### src/rtl/ram_cmd_initiator.sv
// Host-side initiator framing write/read requests as 10-bit SPI-RAM commands.
// Define RAM_CMD_NO_GAP_EN to issue the second command word back-to-back.
module ram_cmd_initiator #(
   parameter int TIMEOUT = 16
) (
   input  logic       clk,
   input  logic       rst,
   input  logic       req_valid,
   output logic       req_ready,
   input  logic       req_write,
   input  logic [7:0] req_addr,
   input  logic [7:0] req_wdata,
   output logic       rsp_valid,
   output logic [7:0] rsp_rdata,
   output logic       rsp_err,
   output logic       busy,
   output logic [9:0] din,
   output logic       rx_valid,
   input  logic [7:0] dout,
   input  logic       tx_valid
);

   typedef enum logic [2:0] {
      IDLE = 3'd0,
      CMD1 = 3'd1,
      GAP  = 3'd2,
      CMD2 = 3'd3,
      WAIT = 3'd4,
      RSP  = 3'd5
   } state_t;

   localparam logic [7:0] LP_LAST = 8'(TIMEOUT - 1);

   state_t     r_state;
   logic       r_write;
   logic [7:0] r_wdata;
   logic [7:0] r_cnt;
   logic       r_req_ready;
   logic       r_rsp_valid;
   logic [7:0] r_rsp_rdata;
   logic       r_rsp_err;
   logic       r_busy;
   logic [9:0] r_din;
   logic       r_rx_valid;
   logic [9:0] w_cmd2;

   assign w_cmd2 = r_write ? {2'b01, r_wdata} : {2'b11, 8'h00};

   always_ff @(posedge clk or posedge rst) begin
      if (rst) begin
         r_state     <= IDLE;
         r_write     <= 1'b0;
         r_wdata     <= 8'h00;
         r_cnt       <= 8'h00;
         r_req_ready <= 1'b0;
         r_rsp_valid <= 1'b0;
         r_rsp_rdata <= 8'h00;
         r_rsp_err   <= 1'b0;
         r_busy      <= 1'b0;
         r_din       <= 10'h000;
         r_rx_valid  <= 1'b0;
      end else begin
         r_rx_valid  <= 1'b0;
         r_rsp_valid <= 1'b0;
         unique case (r_state)
            IDLE: begin
               r_req_ready <= 1'b1;
               if (r_req_ready && req_valid) begin
                  r_write     <= req_write;
                  r_wdata     <= req_wdata;
                  r_req_ready <= 1'b0;
                  r_busy      <= 1'b1;
                  r_rx_valid  <= 1'b1;
                  r_din       <= {req_write ? 2'b00 : 2'b10, req_addr};
                  r_state     <= CMD1;
               end
            end
            CMD1: begin
`ifdef RAM_CMD_NO_GAP_EN
               r_rx_valid <= 1'b1;
               r_din      <= w_cmd2;
               r_state    <= CMD2;
`else
               r_state    <= GAP;
`endif
            end
            GAP: begin
               r_rx_valid <= 1'b1;
               r_din      <= w_cmd2;
               r_state    <= CMD2;
            end
            CMD2: begin
               if (r_write) begin
                  r_rsp_valid <= 1'b1;
                  r_rsp_rdata <= 8'h00;
                  r_rsp_err   <= 1'b0;
                  r_state     <= RSP;
               end else begin
                  r_state <= WAIT;
               end
            end
            WAIT: begin
               // a response on the last wait cycle still beats the timeout
               if (tx_valid) begin
                  r_rsp_valid <= 1'b1;
                  r_rsp_rdata <= dout;
                  r_rsp_err   <= 1'b0;
                  r_state     <= RSP;
               end else if (r_cnt == LP_LAST) begin
                  r_rsp_valid <= 1'b1;
                  r_rsp_rdata <= 8'h00;
                  r_rsp_err   <= 1'b1;
                  r_state     <= RSP;
               end else begin
                  r_cnt <= r_cnt + 8'd1;
               end
            end
            RSP: begin
               r_cnt       <= 8'h00;
               r_busy      <= 1'b0;
               r_req_ready <= 1'b1;
               r_state     <= IDLE;
            end
            default: r_state <= IDLE;
         endcase
      end
   end

   assign req_ready = r_req_ready;
   assign rsp_valid = r_rsp_valid;
   assign rsp_rdata = r_rsp_rdata;
   assign rsp_err   = r_rsp_err;
   assign busy      = r_busy;
   assign din       = r_din;
   assign rx_valid  = r_rx_valid;

endmodule

### config.mk
export PLATFORM = sky130hd
export DESIGN_NAME = ram_cmd_initiator
export DESIGN_NICKNAME = d
export VERILOG_FILES = /design/src/rtl/ram_cmd_initiator.sv
export SDC_FILE = /design/constraint.sdc
export NUM_CORES = 1
export LEC_CHECK = 0
export CAP_MARGIN = 40
export CORE_MARGIN = 2
export CORE_UTILIZATION = 48
export DETAILED_ROUTE_END_ITERATION = 7
export GPL_TIMING_DRIVEN = 0
export MAX_ROUTING_LAYER = met4
export PLACE_DENSITY_LB_ADDON = 0.05
export SLEW_MARGIN = 10
export SYNTH_ARGS = -nofsm -noshare
export SYNTH_HDL_FRONTEND = slang
export SYNTH_SLANG_ARGS = --single-unit
### constraint.sdc
create_clock -name clk -period 2 [get_ports clk]
set_input_delay 0.4 -clock clk [delete_from_list [all_inputs] [get_ports clk]]
set_output_delay 0.4 -clock clk [all_outputs]
set_load 0.01 [all_outputs]
### Word-level counts from Yosys, hierarchy flattened

Cells that the tools add are included.

* $add $sub $neg: 1
* eq/ne operators: 11
* muxes and demuxes: 30
* reductions and logical operators: 12

Operator list (count)
* 8-bit 2-to-1 mux: 5
* 8-bit one-hot mux with 2 select lines: 2
* 10-bit 2-to-1 mux: 2
* 10-bit one-hot mux with 2 select lines: 1
* 3-bit one-hot mux with 5 select lines: 1
* 1-bit 2-to-1 mux: 10
* 1-bit one-hot mux with 2 select lines: 5
* 3-bit 2-to-1 mux: 3
* 8-bit by 1-bit adder with 8-bit output (second input constant): 1
* 8-bit by 4-bit equality test with 1-bit output (second input constant): 1
* 2-bit != test (second input constant): 4
* 2-bit AND reduction: 4
* 2-bit nonzero test: 4
* 3-bit by 2-bit equality test with 1-bit output (second input constant): 2
* 3-bit equality test (second input constant): 2
* 3-bit AND reduction: 2
* 3-bit by 1-bit equality test with 1-bit output (second input constant): 1
* 3-bit zero test: 1
* 3-bit != test (second input constant): 1
* 2-bit 2-to-1 mux: 1
* 1-bit logical AND: 1

* register bits: 43
* input bits: 29
* output and inout bits: 23
* logic and storage cells: 65

### Logic depth before layout (Yosys ltp)

Gate-level depths: netlist of run 1.

* word-level depth: 4
* mapped depth: 7
* mapped depth without buffers: 5

### Worst setup path before layout of run 1

OpenSTA, ideal clock, no wires.

* path kind: reg2reg
* from: register r_cnt[0]
* to: register r_rsp_rdata[0], in the netlist rsp_rdata[0]
* setup time: 0.121 ns
* arrival: 1.667 ns
* slack: 0.212 ns
* cell stages (with the launch flop): 8
* path buffers: 2
* clock period less this slack: 1.788 ns
* cell sequence: dfrtp_1 ha_1 and3_1 clkbuf_1 nand3_1 and2_1 buf_2 a22o_1

* cells in the longest elaborated chain, start to end: 3

Ends and longest elaborated chain
* start, declared: line 37 `logic [7:0] r_cnt;`
* start signal, assigned: line 115 `r_cnt <= r_cnt + 8'd1;`
* 8-bit by 4-bit equality test with 1-bit output: line 109 `end else if (r_cnt == LP_LAST) begin`
* 3-bit != test (no source line)
* 3-bit AND reduction (no source line)
* end signal, assigned: line 106 `r_rsp_rdata <= dout;`
* end, declared: line 40 `logic [7:0] r_rsp_rdata;`

No other way between the ends.
A chain may end at the register's enable or synchronous reset.

### Worst setup path after layout of run 1

* from: register r_state[0]
* to: register r_cnt[0]

* cells in the longest elaborated chain, start to end: 3
* elaborated cells between the ends (all ways): 7
* those cells by class: 4 x eq/ne; 1 x mux; 2 x reduce/logical

Ends and longest elaborated chain
* start, declared: line 34 `state_t r_state;`
* start signal, assigned: line 51 `r_state <= IDLE;`
* start signal, assigned: line 75 `r_state <= CMD1;`
* start signal, assigned: line 84 `r_state <= GAP;`
* 3-bit equality test: line 65 `unique case (r_state)`
* 2-bit != test (no source line) or 2-bit nonzero test (tied branches)
* 3-bit AND reduction (no source line)

Parallel ways exist; a longest one is shown, timed or not.

==> impl_metrics.py, run 1 <==
metrics = {
    "status": {
        "outcome": "complete, no violations",
    },
    "detailed_routing": {
        "first_pass_iters": 4,
        "dr.first_iter.drc_count": 88,
        "drt-total-wl_microns": 4560,
        "wl_per_cell_microns": 15.9,
        "antenna_left": 0,
        "via_per_inst": 5.62,
        "drc": 0,
        "routed-via-count": 1614,
    },
    "global_routing": {
        "use_met3": 0.0541,
        "top_usage_layer": "met2",
        "met1_usage": 0.265,
        "antenna_found_initial": 0,
        "grt_pass1_vias": 1628,
        "globalRouteOverflowTotal": 0,
        "grt_max_degree": 38,
        "use_met2": 0.340,
        "grt_pass1_wl_microns": 7780,
        "grtUsageTotal": 0.211,
    },
    "synthesis": {
        "avgSynthCellArea_sq_um": 11.6,
        "netlist_top_cells_count": "dfrtp_1, nor2_1, a21oi_1",
        "async_flop_share": 1.00,
        "synth_top_area_share": 0.531,
        "synthFlopType": "dfrtp_1",
        "ys_ff_latch": 43,
        "syn_nets": 205,
        "synthCells": 175,
        "netlist.top_cell.by_area": "dfrtp_1",
        "synthTopCellsByArea": "dfrtp_1, mux2_2, a22o_1",
        "syn_area_sq_mm": 0.00203,
        "seq_area_frac_synth": 0.531,
        "synth_most_common_cell": "dfrtp_1",
        "ys_types": 45,
        "yosys_warnings": 0,
        "synth_edf_count": 0,
    },
    "clock_network": {
        "ctsRootBufferMaster": "clkbuf_8",
        "cts_buffer_depth": 2,
        "cts_hold_buf": 0,
        "cts.clk_slew.worst_paths_ns": 0.08,
        "htreeDepth": 2,
        "cts_tree": "built",
        "cts_sinks": 43,
        "clock_latency_ns": 0.30,
        "cts_inserted_buffers": 5,
    },
    "critical_path": {
        "cp_num_buf_inv": 1,
        "end_kind": "flop",
        "crit_required_ns": 2.17,
        "worstPathCellList": "buf_2, or3b_1, a211oi_1, xnor2_1, nor2_1",
        "startpoint": "r_state[0]",
        "path_delay_family": "simple AND/OR/NAND/NOR gates",
        "r2r-end": "r_cnt[0]",
        "cpPeakStageDelay_ns": 0.45,
        "r2r_start": "r_state[0]",
        "worst_r2r_path_depth": 5,
        "r2r_setup_slack_ns": 0.15,
        "path_max_fanout": 10,
        "critPathKind": "flop to flop",
        "worstSetupPathDepth": 5,
        "arrival_ns": 2.01,
        "critPathSlowestCell": "or3b_1",
        "start_kind": "flop",
        "crit_end": "r_cnt[0]",
    },
    "layout": {
        "area_delta_synth_final_pct": 35.3,
        "final_nets": 268,
        "drive_above_1_share": 0.169,
        "final_util": 0.681,
        "num_antenna_cells": 0,
    },
    "timing": {
        "worst_pin_slew_ns": 0.736,
        "setup-violations-final": 0,
        "relSlewSlack": 0.506,
        "post-route-period-util": 0.925,
        "skew_ns": 0.00975,
        "period_minus_slack_ns": 1.85,
        "fmax_mhz": 541,
        "finalHoldViolCount": 0,
        "rsz0062_at_grt": "no",
        "drv_slew": 0,
    },
    "power": {
        "vdd_drop_max_v": 0.000682,
        "finalPower_mw": 3.63,
        "power_density_mw_per_mm2": 1320,
        "power.leakage_nw": 1.12,
    },
    "placed_design": {
        "gp_congestion": 0.775,
        "port_buffers": 51,
        "hpwl_microns": 3190,
    },
    "floorplan": {
        "fp.dieH_microns": 69.0,
        "io_pins": 52,
        "initial_core_util": 0.503,
        "std_cell_rows": 23,
        "die-area_sq_mm": 0.00476,
        "die_w_microns": 69.0,
        "coreArea_sq_mm": 0.00403,
    },
    "job": {
        "maxCapViolCount": 0,
    },
    "worst_hold_path": {
        "hold_path_class": "primary input to async pin",
    },
}
[worst register-to-register path, stage by stage (launching register included)]
cell and delay [ns]:
dfrtp_1 0.41, buf_2 0.22, or3b_1 0.45, a211oi_1 0.42
xnor2_1 0.17, nor2_1 0.05
[power by group]
| group | switching (mW) | internal, mW | total (mW) |
|---|---|---|---|
| Clock | 0.270 | 0.233 | 0.503 |
| Combinational | 0.822 | 0.888 | 1.71 |
| Sequential | 0.202 | 1.22 | 1.42 |
| Total | 1.29 | 2.34 | 3.63 |
[layout by cell type, fill, tap and decap left out, drive strengths merged, types with 2 or more instances in the layout]
| cell type | count |
|---|---|
| clkbuf | 9 |
| nand2 | 8 |
| clkdlybuf4s50 | 50 |
| buf | 12 |
| a2111oi | 4 |
| nor3b | 2 |
| inv | 5 |
| nor2 | 17 |
| nand3 | 3 |
| xnor2 | 6 |
| nor3 | 2 |
| nor4 | 2 |
| a31oi | 8 |
| a21oi | 12 |
| a211oi | 2 |
| a32o | 3 |
| mux2 | 10 |
| nor2b | 9 |
| dfrtp | 43 |
| a22o | 8 |
| o21ai | 2 |
[per-stage QoR]
stage	hold slack (ns)	area, sq um	std cells	worst slack [ns]	TNS [ns]
3_5_place_dp	0.469	2620	277	-0.471	-9.39
3_3_place_gp	0.464	2600	276	-0.392	-16.31
2_1_floorplan	0.480	2030	175	0.212	0
4_1_cts	0.323	2710	282	0.000474	0
6_report	0.328	2750	287	0.151	0
5_1_grt	0.330	2750	287	0.0262	0
[worst min-delay path by stage]
stage                 endpoint  cells past startpoint       start  slack [ns]
detailed placement        busy                      1        busy        0.47
floorplan           r_wdata[7]                      1  r_wdata[7]        0.48
finish              r_wdata[3]                      2         rst        0.33
global placement          busy                      1        busy        0.46
global route        r_wdata[1]                      2         rst        0.33
CTS                 r_wdata[3]                      2         rst        0.32
[routing by layer]
layer | wire (microns) | up-vias
met3 | 246 | 7
met5 | 0 | -
met2 | 2210 | 46
li1 | - | 761
met4 | 54 | 0
met1 | 2040 | 800
[layout make-up]
class	count	area (sq um)
fillers	312	1280
flip-flops and latches	43	1080
multi-input cells	117	893
repair buffers	57	567
clock buffers	6	72.6
well taps	50	62.6
plain buffers	9	55.1
inverters	5	18.8
[logic make-up after synthesis]
kind of cell / synth area share
and+or+nand+nor: 0.159
buffers and inverters: 0.0358
xor gates and xnor gates: 0.0259
AOI/OAI and AO/OA: 0.183
DFF: 0.531
adders and majority gates: 0.00617
muxes: 0.0605
[state kept, by name (all words and copies together), names as in the netlist, 3 cells and up]
signal     count
din           10
r_cnt          8
r_wdata        8
r_state        3
rsp_rdata      8
[what timing repair did]
action / CTS / global route
resized for setup: 5 / 3
buffers inserted: 0 / 5
endpoints found under the setup margin: 20 / 18
pin swaps: 0 / 2
No activity file was read; power rests on OpenSTA's default activity.
==> run 2, diff against run 1 <==
Settings changed: CORE_MARGIN 2 to unset.
==> impl_metrics.py, run 2 (same netlist as run 1, synthesis figures left out) <==
metrics = {
    "critical_path": {
        "worst_r2r_path_depth": 6,
        "r2r_setup_slack_ns": 0.12,
        "critPathSlowestCell": "clkbuf_1",
        "path_delay_family": "buffers and inverters",
        "start_kind": "flop",
        "cpPeakStageDelay_ns": 0.42,
        "r2r_start": "r_state[1]",
        "critPathKind": "flop to flop",
        "worstSetupPathDepth": 6,
        "r2r-end": "din[4]",
        "worstPathCellList": "buf_6, buf_2, a21oi_1, nor3_4, clkbuf_1, a21oi_1",
        "end_kind": "flop",
        "arrival_ns": 2.03,
        "crit_required_ns": 2.15,
        "crit_end": "din[4]",
        "cp_num_buf_inv": 3,
        "path_max_fanout": 10,
        "startpoint": "r_state[1]",
        "crit_top_cell": "a21oi_1",
    },
    "layout": {
        "final_cell_mix": "clkdlybuf4s50_1, dfrtp_1, nor2_1",
        "layout_commonest_cell": "clkdlybuf4s50_1",
        "final_nets": 268,
        "final_util": 0.687,
        "drive_above_1_share": 0.172,
        "num_antenna_cells": 0,
        "largest_reg_flops": 10,
        "area_delta_synth_final_pct": 36.5,
    },
    "power": {
        "power_density_mw_per_mm2": 1340,
        "p_sw_frac": 0.353,
        "combPwrFrac": 0.457,
        "seqPwrFrac": 0.384,
        "power_frac_clock": 0.159,
        "intPower_mw": 2.41,
        "vdd_drop_max_v": 0.000725,
        "power.leakage_nw": 1.13,
        "switching_power_mw": 1.31,
    },
    "detailed_routing": {
        "drc": 0,
        "dr.first_iter.drc_count": 96,
        "wl_per_cell_microns": 15.2,
        "first_pass_iters": 5,
        "via_per_inst": 5.63,
        "antenna_left": 0,
        "routed-via-count": 1628,
        "drt-total-wl_microns": 4390,
    },
    "timing": {
        "period_minus_slack_ns": 1.88,
        "relSlewSlack": 0.534,
        "fmax_mhz": 532,
        "skew_ns": 0.00407,
        "post-route-period-util": 0.939,
        "setup-violations-final": 0,
        "rsz0062_at_grt": "no",
        "worst_pin_slew_ns": 0.694,
        "drv_slew": 0,
        "finalHoldViolCount": 0,
        "timing.hold.ws_ns": 0.327,
    },
    "floorplan": {
        "die-area_sq_mm": 0.00449,
        "io_pins": 52,
        "fp.dieH_microns": 67.0,
        "coreArea_sq_mm": 0.00403,
        "initial_core_util": 0.503,
        "std_cell_rows": 23,
        "die_w_microns": 67.0,
    },
    "clock_network": {
        "ctsRootBufferMaster": "clkbuf_8",
        "cts_buffer_depth": 2,
        "htreeDepth": 2,
        "cts_hold_buf": 0,
        "cts_inserted_buffers": 5,
        "cts_tree": "built",
        "cts_sinks": 43,
        "cts.clk_slew.worst_paths_ns": 0.08,
        "clock_latency_ns": 0.29,
    },
    "placed_design": {
        "hpwl_microns": 3080,
        "port_buffers": 51,
        "gp_congestion": 0.792,
    },
    "global_routing": {
        "grt_max_degree": 37,
        "grtUsageTotal": 0.218,
        "globalRouteOverflowTotal": 0,
        "grt_pass1_wl_microns": 7010,
        "grt_pass1_vias": 1505,
        "antenna_found_initial": 0,
    },
    "job": {
        "maxCapViolCount": 0,
    },
    "worst_hold_path": {
        "hold_path_class": "primary input to async pin",
    },
    "status": {
        "outcome": "complete, no violations",
    },
}
[run 2: stage by stage]
stage / worst slack (ns) / setup TNS (ns) / power [mW] / std cells / instance area, sq um
after floorplan: 0.212 / 0 / 2.39 / 175 / 2030
after global placement: -0.389 / -15.77 / 3.01 / 276 / 2600
after detailed placement: -0.485 / -9.11 / 3.10 / 277 / 2620
after CTS: 0.00852 / 0 / 3.72 / 284 / 2720
after global routing: 0.0135 / 0 / 3.96 / 289 / 2770
final: 0.122 / 0 / 3.72 / 289 / 2770
[run 2: per-layer routing]
layer	up-vias	GRT usage	share of wire
met5	-	-	0
met4	0	0.0824	0.018
met3	8	0.0462	0.044
met2	55	0.330	0.48
met1	802	0.285	0.45
li1	763	-	-
[run 2: worst min-delay path by stage]
stage	start	endpoint	cells past startpoint	slack, ns
2_1_floorplan	r_wdata[7]	r_wdata[7]	1	0.48
3_5_place_dp	busy	busy	1	0.46
3_3_place_gp	busy	busy	1	0.46
5_1_grt	rst	din[4]	2	0.36
4_1_cts	rst	din[4]	2	0.33
6_report	rst	din[4]	2	0.33
[run 2: power groups by stage]
stage | Clock, mW | Combinational, mW | Sequential, mW
after global placement | 0 | 1.60 | 1.42
after floorplan | 0 | 0.898 | 1.49
after global routing | 0.649 | 1.85 | 1.47
after CTS | 0.607 | 1.69 | 1.42
after detailed placement | 0 | 1.67 | 1.43
final | 0.591 | 1.70 | 1.43
[run 2: timing repair]
action | 4_1_cts | 5_1_grt
gates resized for setup | 3 | 2
pin swaps | 1 | 1
hold endpoints to repair | 0 | 0
setup buffers | 0 | 5
setup endpoints to repair | 18 | 16
[run 2: final cells by class]
cell class                 count  area (sq um)
buffer                         9          51.3
clock buffer                   8           100
fill                         307          1260
inverter                       5          18.8
multi-input combinational    117           893
sequential                    43          1080
tap                           50          62.6
timing repair buffer          57           567
